File: config.mk
export PLATFORM = sky130hd
export DESIGN_NAME = lcd_cmd_driver_flat
export DESIGN_NICKNAME = d
export VERILOG_FILES = /design/src/rtl/lcd_cmd_driver_if.sv /design/src/rtl/lcd_cmd_driver.sv /design/src/flat_wrapper.sv
export SDC_FILE = /design/constraint.sdc
export NUM_CORES = 1
export LEC_CHECK = 0
export CAP_MARGIN = 20
export CORE_UTILIZATION = 50
export CTS_CLUSTER_DIAMETER = 100
export DETAILED_ROUTE_END_ITERATION = 7
export PLACE_DENSITY = 0.74
export SYNTH_ARGS = -nofsm -noshare
export SYNTH_HDL_FRONTEND = slang
export SYNTH_SLANG_ARGS = --single-unit
File: constraint.sdc
create_clock -name clk_i -period 3.23 [get_ports clk_i]
set_clock_uncertainty 0.2 [all_clocks]
set_input_delay 0.8075 -clock clk_i [delete_from_list [all_inputs] [get_ports clk_i]]
set_output_delay 0.8075 -clock clk_i [all_outputs]
set_load 0.05 [all_outputs]
File: src/rtl/lcd_cmd_driver_if.sv
// Bus between the LSU io_lcd output register and the HD44780 command driver.
// The slave modport is the driver's view; master is the LSU/board side.
interface lcd_cmd_driver_if;
  logic [31:0] lcd_word_i;
  logic [7:0]  lcd_data_o;
  logic        lcd_rs_o;
  logic        lcd_rw_o;
  logic        lcd_en_o;
  logic        lcd_on_o;
  logic        busy_o;
  logic        ack_tog_o;

  modport slave (
    input  lcd_word_i,
    output lcd_data_o,
    output lcd_rs_o,
    output lcd_rw_o,
    output lcd_en_o,
    output lcd_on_o,
    output busy_o,
    output ack_tog_o
  );

  modport master (
    output lcd_word_i,
    input  lcd_data_o,
    input  lcd_rs_o,
    input  lcd_rw_o,
    input  lcd_en_o,
    input  lcd_on_o,
    input  busy_o,
    input  ack_tog_o
  );
endinterface

File: src/rtl/lcd_cmd_driver.sv
// Turns the level-held io_lcd word into timed HD44780 write cycles and runs the
// fixed power-up init sequence. Every cycle parameter must be >= 1.
module lcd_cmd_driver #(
  parameter int unsigned SETUP_CYC = 2,
  parameter int unsigned PULSE_CYC = 25,
  parameter int unsigned HOLD_CYC  = 2,
  parameter int unsigned EXEC_CYC  = 2000,
  parameter int unsigned CLEAR_CYC = 82000,
  parameter int unsigned INIT_CYC  = 750000
) (
  input  logic             clk_i,
  input  logic             rst_ni,
  lcd_cmd_driver_if.slave  bus
);

  typedef enum logic [2:0] {
    ST_INIT_WAIT = 3'd0,
    ST_IDLE      = 3'd1,
    ST_SETUP     = 3'd2,
    ST_PULSE     = 3'd3,
    ST_HOLD      = 3'd4,
    ST_EXEC      = 3'd5
  } state_e;

  localparam logic [19:0] SETUP_LD = 20'(SETUP_CYC - 1);
  localparam logic [19:0] PULSE_LD = 20'(PULSE_CYC - 1);
  localparam logic [19:0] HOLD_LD  = 20'(HOLD_CYC - 1);
  localparam logic [19:0] EXEC_LD  = 20'(EXEC_CYC - 1);
  localparam logic [19:0] CLEAR_LD = 20'(CLEAR_CYC - 1);
  localparam logic [19:0] INIT_LD  = 20'(INIT_CYC - 1);

  function automatic logic [7:0] init_cmd(input logic [1:0] idx);
    logic [7:0] cmd;
    case (idx)
      2'd0:    cmd = 8'h38;
      2'd1:    cmd = 8'h0C;
      2'd2:    cmd = 8'h01;
      2'd3:    cmd = 8'h06;
      default: cmd = 8'h00;
    endcase
    return cmd;
  endfunction

  // Clear and return-home need the long execution wait.
  function automatic logic is_slow_cmd(input logic rs, input logic [7:0] data);
    return (rs == 1'b0) && ((data == 8'h01) || (data == 8'h02));
  endfunction

  state_e      state_q, state_d;
  logic [19:0] cnt_q, cnt_d;
  logic [7:0]  data_q, data_d;
  logic        rs_q, rs_d;
  logic        ack_q, ack_d;
  logic        init_q, init_d;
  logic [1:0]  idx_q, idx_d;
  logic        en_q, en_d;
  logic        busy_q, busy_d;
  logic        on_q;
  logic        pend_s;
  logic        cnt_zero_s;
  logic        accept_s;
  logic        unused_word_bits;

  assign pend_s           = (bus.lcd_word_i[30] != ack_q);
  assign cnt_zero_s       = (cnt_q == 20'd0);
  assign unused_word_bits = ^bus.lcd_word_i[29:9];

  // Next-state, counter and capture logic
  always_comb begin
    state_d  = state_q;
    cnt_d    = cnt_q;
    data_d   = data_q;
    rs_d     = rs_q;
    ack_d    = ack_q;
    init_d   = init_q;
    idx_d    = idx_q;
    accept_s = 1'b0;

    case (state_q)
      ST_INIT_WAIT: begin
        if (cnt_zero_s) begin
          state_d = ST_SETUP;
          cnt_d   = SETUP_LD;
          data_d  = init_cmd(2'd0);
          rs_d    = 1'b0;
          idx_d   = 2'd0;
          init_d  = 1'b1;
        end else begin
          cnt_d = cnt_q - 20'd1;
        end
      end
      ST_IDLE: begin
        if (pend_s) begin
          accept_s = 1'b1;
        end else begin
          state_d = ST_IDLE;
        end
      end
      ST_SETUP: begin
        if (cnt_zero_s) begin
          state_d = ST_PULSE;
          cnt_d   = PULSE_LD;
        end else begin
          cnt_d = cnt_q - 20'd1;
        end
      end
      ST_PULSE: begin
        if (cnt_zero_s) begin
          state_d = ST_HOLD;
          cnt_d   = HOLD_LD;
        end else begin
          cnt_d = cnt_q - 20'd1;
        end
      end
      ST_HOLD: begin
        if (cnt_zero_s) begin
          state_d = ST_EXEC;
          cnt_d   = is_slow_cmd(rs_q, data_q) ? CLEAR_LD : EXEC_LD;
        end else begin
          cnt_d = cnt_q - 20'd1;
        end
      end
      ST_EXEC: begin
        if (!cnt_zero_s) begin
          cnt_d = cnt_q - 20'd1;
        end else if (init_q) begin
          if (idx_q == 2'd3) begin
            state_d = ST_IDLE;
            init_d  = 1'b0;
          end else begin
            state_d = ST_SETUP;
            cnt_d   = SETUP_LD;
            idx_d   = idx_q + 2'd1;
            data_d  = init_cmd(idx_q + 2'd1);
            rs_d    = 1'b0;
          end
        end else if (pend_s) begin
          // Back-to-back: the queued request takes the edge busy would fall on.
          accept_s = 1'b1;
        end else begin
          state_d = ST_IDLE;
        end
      end
      default: begin
        state_d = ST_INIT_WAIT;
        cnt_d   = INIT_LD;
        init_d  = 1'b1;
        idx_d   = 2'd0;
      end
    endcase

    if (accept_s) begin
      state_d = ST_SETUP;
      cnt_d   = SETUP_LD;
      data_d  = bus.lcd_word_i[7:0];
      rs_d    = bus.lcd_word_i[8];
      ack_d   = bus.lcd_word_i[30];
    end else begin
      ack_d = ack_q;
    end

    en_d   = (state_d == ST_PULSE);
    busy_d = (state_d != ST_IDLE);
  end

  // State, counter and registered pin drivers
  always_ff @(posedge clk_i or negedge rst_ni) begin
    if (!rst_ni) begin
      state_q <= ST_INIT_WAIT;
      cnt_q   <= INIT_LD;
      data_q  <= 8'h00;
      rs_q    <= 1'b0;
      ack_q   <= 1'b0;
      init_q  <= 1'b1;
      idx_q   <= 2'd0;
      en_q    <= 1'b0;
      busy_q  <= 1'b1;
      on_q    <= 1'b0;
    end else begin
      state_q <= state_d;
      cnt_q   <= cnt_d;
      data_q  <= data_d;
      rs_q    <= rs_d;
      ack_q   <= ack_d;
      init_q  <= init_d;
      idx_q   <= idx_d;
      en_q    <= en_d;
      busy_q  <= busy_d;
      on_q    <= bus.lcd_word_i[31];
    end
  end

  assign bus.lcd_data_o = data_q;
  assign bus.lcd_rs_o   = rs_q;
  assign bus.lcd_rw_o   = 1'b0;
  assign bus.lcd_en_o   = en_q;
  assign bus.lcd_on_o   = on_q;
  assign bus.busy_o     = busy_q;
  assign bus.ack_tog_o  = ack_q;

endmodule

File: src/flat_wrapper.sv
// flat-port wrapper written by rule: the top's interface ports become plain ports
module lcd_cmd_driver_flat 
#(
  parameter int unsigned SETUP_CYC = 2,
  parameter int unsigned PULSE_CYC = 25,
  parameter int unsigned HOLD_CYC  = 2,
  parameter int unsigned EXEC_CYC  = 2000,
  parameter int unsigned CLEAR_CYC = 82000,
  parameter int unsigned INIT_CYC  = 750000
)
  (clk_i, rst_ni, bus_lcd_word_i, bus_lcd_data_o, bus_lcd_rs_o, bus_lcd_rw_o, bus_lcd_en_o, bus_lcd_on_o, bus_busy_o, bus_ack_tog_o);
  lcd_cmd_driver_if bus_i ();
  input  logic clk_i;
  input  logic rst_ni;
  input wire logic [$bits(bus_i.lcd_word_i)-1:0] bus_lcd_word_i;
  output wire logic [$bits(bus_i.lcd_data_o)-1:0] bus_lcd_data_o;
  output wire logic [$bits(bus_i.lcd_rs_o)-1:0] bus_lcd_rs_o;
  output wire logic [$bits(bus_i.lcd_rw_o)-1:0] bus_lcd_rw_o;
  output wire logic [$bits(bus_i.lcd_en_o)-1:0] bus_lcd_en_o;
  output wire logic [$bits(bus_i.lcd_on_o)-1:0] bus_lcd_on_o;
  output wire logic [$bits(bus_i.busy_o)-1:0] bus_busy_o;
  output wire logic [$bits(bus_i.ack_tog_o)-1:0] bus_ack_tog_o;
  assign bus_i.lcd_word_i = bus_lcd_word_i;
  assign bus_lcd_data_o = bus_i.lcd_data_o;
  assign bus_lcd_rs_o = bus_i.lcd_rs_o;
  assign bus_lcd_rw_o = bus_i.lcd_rw_o;
  assign bus_lcd_en_o = bus_i.lcd_en_o;
  assign bus_lcd_on_o = bus_i.lcd_on_o;
  assign bus_busy_o = bus_i.busy_o;
  assign bus_ack_tog_o = bus_i.ack_tog_o;
  lcd_cmd_driver #(.SETUP_CYC(SETUP_CYC), .PULSE_CYC(PULSE_CYC), .HOLD_CYC(HOLD_CYC), .EXEC_CYC(EXEC_CYC), .CLEAR_CYC(CLEAR_CYC), .INIT_CYC(INIT_CYC)) u_core (.clk_i(clk_i), .rst_ni(rst_ni), .bus(bus_i));
endmodule
==> impl.org <==
** Run status
- Result of the run :: completed

** Detailed routing
- Final wirelength :: 5.920 mm
- The detail route stage leaves a number of antenna-violating nets equal to 0.
- Post-DR vias/cell :: 5.963
- Post-route DRC violation count :: 0
- The pre-antenna-repair detailed-routing pass consisted of 4 iterations.
- Dividing the detail-routed wire length by the instance count gives 15.50 um.
- Drt initial violations :: 154
- Vias after detailed routing :: 2278

** Finish
- After routing the design area is 2908 um^2.
- Filler cell count :: 431
- Fraction of final layout cells with drive strength greater than 1 :: 14.29%
- Area Growth Syn to Fin :: 15.62%
- Footprint of the multi-input gates :: 1399 um^2
- Count of inserted antenna diode cells :: 0
- Summing all flip-flop and latch instances after layout gives 994.7 um^2.
- At the end of the flow, the number of nets in the layout was 353.

** Die
- Die X-Extent :: 72.92 um
- Placeable core region :: 4786 um^2
- Effective utilization at floorplan :: 52.55%
- The die is 72.92 um tall.
- Total die area :: 5317 um^2
- # rows :: 25
- 48 I/O pins were placed.

** Yosys
- Post-synthesis instance total :: 289
- Counting distinct cell types in the post-synthesis netlist gives 60.
- Number of enable-type register cells in the synthesized netlist :: 0
- Total standard cell area after synthesis :: 2515 um^2
- Counting flops and latches in the post-synthesis netlist gives 39.
- The most used flip-flop cell after synthesis is dfrtp_1.
- Sequential share of the synthesized area :: 39.55%
- After synthesis, the largest area contributor takes up 23.88% of total cell area.
- Top cell type by total area after synthesis :: dfrtp_1
- After synthesis, the cell types taking the most area are dfrtp_1 (24%), dfstp_2 (16%), o21ai_0 (6.0%).
- Share of async-settable or async-resettable flops after synthesis :: 100.0%
- When the netlist entered floorplanning its net count stood at 328.
- A synthesized cell averages 8.702 um^2.
- Yosys Warn Count :: 0

** Place
- Routability-driven placement finished with a final weighted congestion of 0.8487.
- After detailed placement, the total cell area comes to 2828 um^2.
- # port buffers :: 25
- Final HPWL DP :: 4.142 mm

** Clock network
- Max Buffers Root-to-Sink :: 2
- Clock-pin slew on the worst setup and hold paths :: 0.08 ns
- Buffers added to address setup during post-CTS repair amount to 0.
- The H-tree generated during clock tree synthesis spans 2 levels.
- TritonCTS clock tree :: built
- In this run, post-CTS hold repair placed 0 buffers.
- Once the clock tree was built, the resizer swapped 0 gates to a different size.
- Clk sinks :: 39
- CTS Buf Count :: 5
- Clock latency on the worst-skew pair :: 0.30 ns
- Cell at the root of the clock tree :: clkbuf_8

** STA
- Subtracting the final worst setup slack from the clock period gives 2.650 ns.
- Max transition margin :: 42.02%
- The number of pins with negative max-slew slack in the final report is 0.
- Setup violations remaining at the end of the flow were counted as 0.
- Fin Setup TNS :: 0 ns
- Static timing analysis puts the maximum clock frequency at 0.3773 GHz.
- After layout, the worst path uses 82.05% of the clock period.
- Fin. Hold Viols :: 0
- Worst-margin pin slew :: 0.8696 ns
- Setup repair after global routing left no endpoint under its margin.

** Critical path
- Crit Path Max Fanout :: 8
- The worst setup path is launched from a flip-flop.
- The worst register-to-register path ends at u_core.cnt_q[10].
- The critical path in this run is classified as flip-flop to flip-flop.
- Following the worst setup path forward leads to its endpoint at u_core.cnt_q[10].
- At the worst endpoint, the required time is 3.21 ns.
- For this run, the slowest stage of the critical path takes 0.45 ns.
- Data arrival time at the worst-slack endpoint :: 2.63 ns
- Slowest cell on the critical path :: nor4b_4
- Cell chain of the critical path :: inv_1 > ha_1 > nor4b_4 > nand2_2 > or3_1 > xor2_1 > o31ai_1 > a211o_1
- Worst reg-to-reg setup slack :: 0.58 ns
- The worst setup path is captured at a flip-flop.
- Critical path launch point :: u_core.cnt_q[0]
- In this run the critical register-to-register path is launched from u_core.cnt_q[0].
- Counting cells, the worst reg-to-reg path comes to 8.

** Global routing
- Total routing usage reported by global routing :: 24.70%
- Via count of the first global-routing pass :: 2124
- The first global-routing pass estimated 9.991 mm of wire.
- The initial antenna violation count is 0.
- Global route total overflow :: 0
- Entering global routing, the biggest net connects 40 pins.

** Job
- Max-capacitance violation count :: 0

** Power
- Combinational cell fraction of total power :: 46.7%
- Reg power frac :: 39.9%
- Of the total power, the share spent switching nets is 45.08%.
- Leakage power total :: 1.102 nW
- Summed over all nets, the switching power comes to 1.095 mW.
- Internal Pwr Total :: 1.334 mW
- Power per cell area :: 835.2 nW/um^2
- Clk network pwr share :: 13.4%
- VDD sags by at most 0.4236 mV.

** Worst hold path
- Worst min path class :: flip-flop to flip-flop
-- critical path, delay by kind of cell (launching register included) --
family / cells / cell delay [ns]
compound gates: 2 / 0.37
xor+xnor: 1 / 0.23
fa+ha+maj: 1 / 0.22
buf+inv: 1 / 0.10
flops: 1 / 0.39
simple gates: 3 / 1.04
-- cells in the mapped netlist (all sizes together) (6+ instances only) --
library cell   n
dfrtp         24
xor2           6
nor3          11
buf           10
inv            8
o21ai         31
nand2         37
nor2          24
nand3          9
nor4           7
a21oi         16
clkbuf         7
dfstp         15
-- flip-flops by register name, indices dropped and copies added, names as in the netlist --
register	flops
u_core.bus.lcd_on_o	1
u_core.cnt_q	20
u_core.bus.lcd_en_o	1
u_core.bus.ack_tog_o	1
u_core.bus.busy_o	1
u_core.bus.lcd_data_o	8
u_core.init_q	1
u_core.idx_q	2
u_core.bus.lcd_rs_o	1
u_core.state_q	3
-- how the worst min path moves through the flow --
stage / start / endpoint / slack, ns / depth (start not counted)
final: u_core.cnt_q[5] / u_core.cnt_q[5] / 0.32 / 2
after global routing: u_core.cnt_q[5] / u_core.cnt_q[5] / 0.34 / 2
after global placement: u_core.cnt_q[18] / u_core.cnt_q[18] / 0.30 / 1
after CTS: u_core.cnt_q[5] / u_core.cnt_q[5] / 0.31 / 2
after detailed placement: u_core.cnt_q[5] / u_core.cnt_q[5] / 0.30 / 2
after floorplan: u_core.cnt_q[18] / u_core.cnt_q[18] / 0.27 / 1
-- cell usage in the layout (no fill, tap or decap), types with 3 or more instances in the layout --
master           netlist  layout
or3_1                  5       5
buf_4                  4      10
nand3_1                9       9
nor4_1                 5       5
nand2_1               36      36
clkbuf_8               0       5
o22ai_1                4       4
clkdlybuf4s50_1        0      24
nor2_1                24      24
nand4_1                5       5
mux2i_1                3       3
inv_1                  8       8
dfstp_2               15      15
nor3_1                10      10
nand2b_1               5       5
o21ai_0               30      30
dfrtp_1               24      24
a21oi_1               16      16
mux2_2                 3       3
o211ai_1               3       3
ha_1                   5       5
a22o_1                 5       5
clkbuf_1               7       3
xor2_1                 6       6
a211oi_1               4       4
o31ai_1                4       4
-- cell type report --
type	count	area share (%)
Multi-Input combinational cell	225	48.11
Tap cell	67	2.883
Sequential cell	39	34.21
Timing Repair Buffer	35	11.02
Inverter	8	1.033
Clock buffer	8	2.754
-- power groups by stage --
stage	Clock [mW]	Sequential [mW]	Combinational, mW
5_1_grt	0.361	1.00	1.24
4_1_cts	0.331	0.964	1.13
2_1_floorplan	0	1.14	0.622
3_3_place_gp	0	0.965	1.12
3_5_place_dp	0	0.972	1.13
6_report	0.326	0.968	1.13
-- cell families (layout without fill, tap and decap cells) --
group	count (synthesis)	after routing	synth area share, %
AOI/OAI and AO/OA	90	90	23.58
xor gates and xnor gates	8	8	2.786
adders and majority gates	5	5	2.488
buffers and inverters	25	51	4.826
DFF	39	39	39.55
muxes	6	6	2.537
other	1	1	0.1491
and+or+nand+nor	115	115	24.08
-- stage by stage --
stage / worst slack, ns / std cells / power (mW) / utilization [%] / hold WS (ns)
3_5_place_dp: 0.5084 / 374 / 2.100 / 59.09 / 0.3032
2_1_floorplan: 0.9251 / 289 / 1.765 / - / 0.2742
4_1_cts: 0.5936 / 382 / 2.428 / 60.76 / 0.3130
6_report: 0.5797 / 382 / 2.429 / 60.76 / 0.3157
5_1_grt: 0.4303 / 382 / 2.603 / 60.76 / 0.3412
3_3_place_gp: 0.5356 / 374 / 2.080 / 59.09 / 0.3043
-- metal layers --
layer | track usage (%) | vias up | share of wire, %
met5 | 0 | - | 0
met4 | 10.89 | 0 | 2.1
met3 | 4.696 | 12 | 5.0
met2 | 36.86 | 60 | 45
met1 | 34.89 | 1097 | 47
li1 | - | 1109 | -
Note: power is estimated with default switching activity, not from simulation.
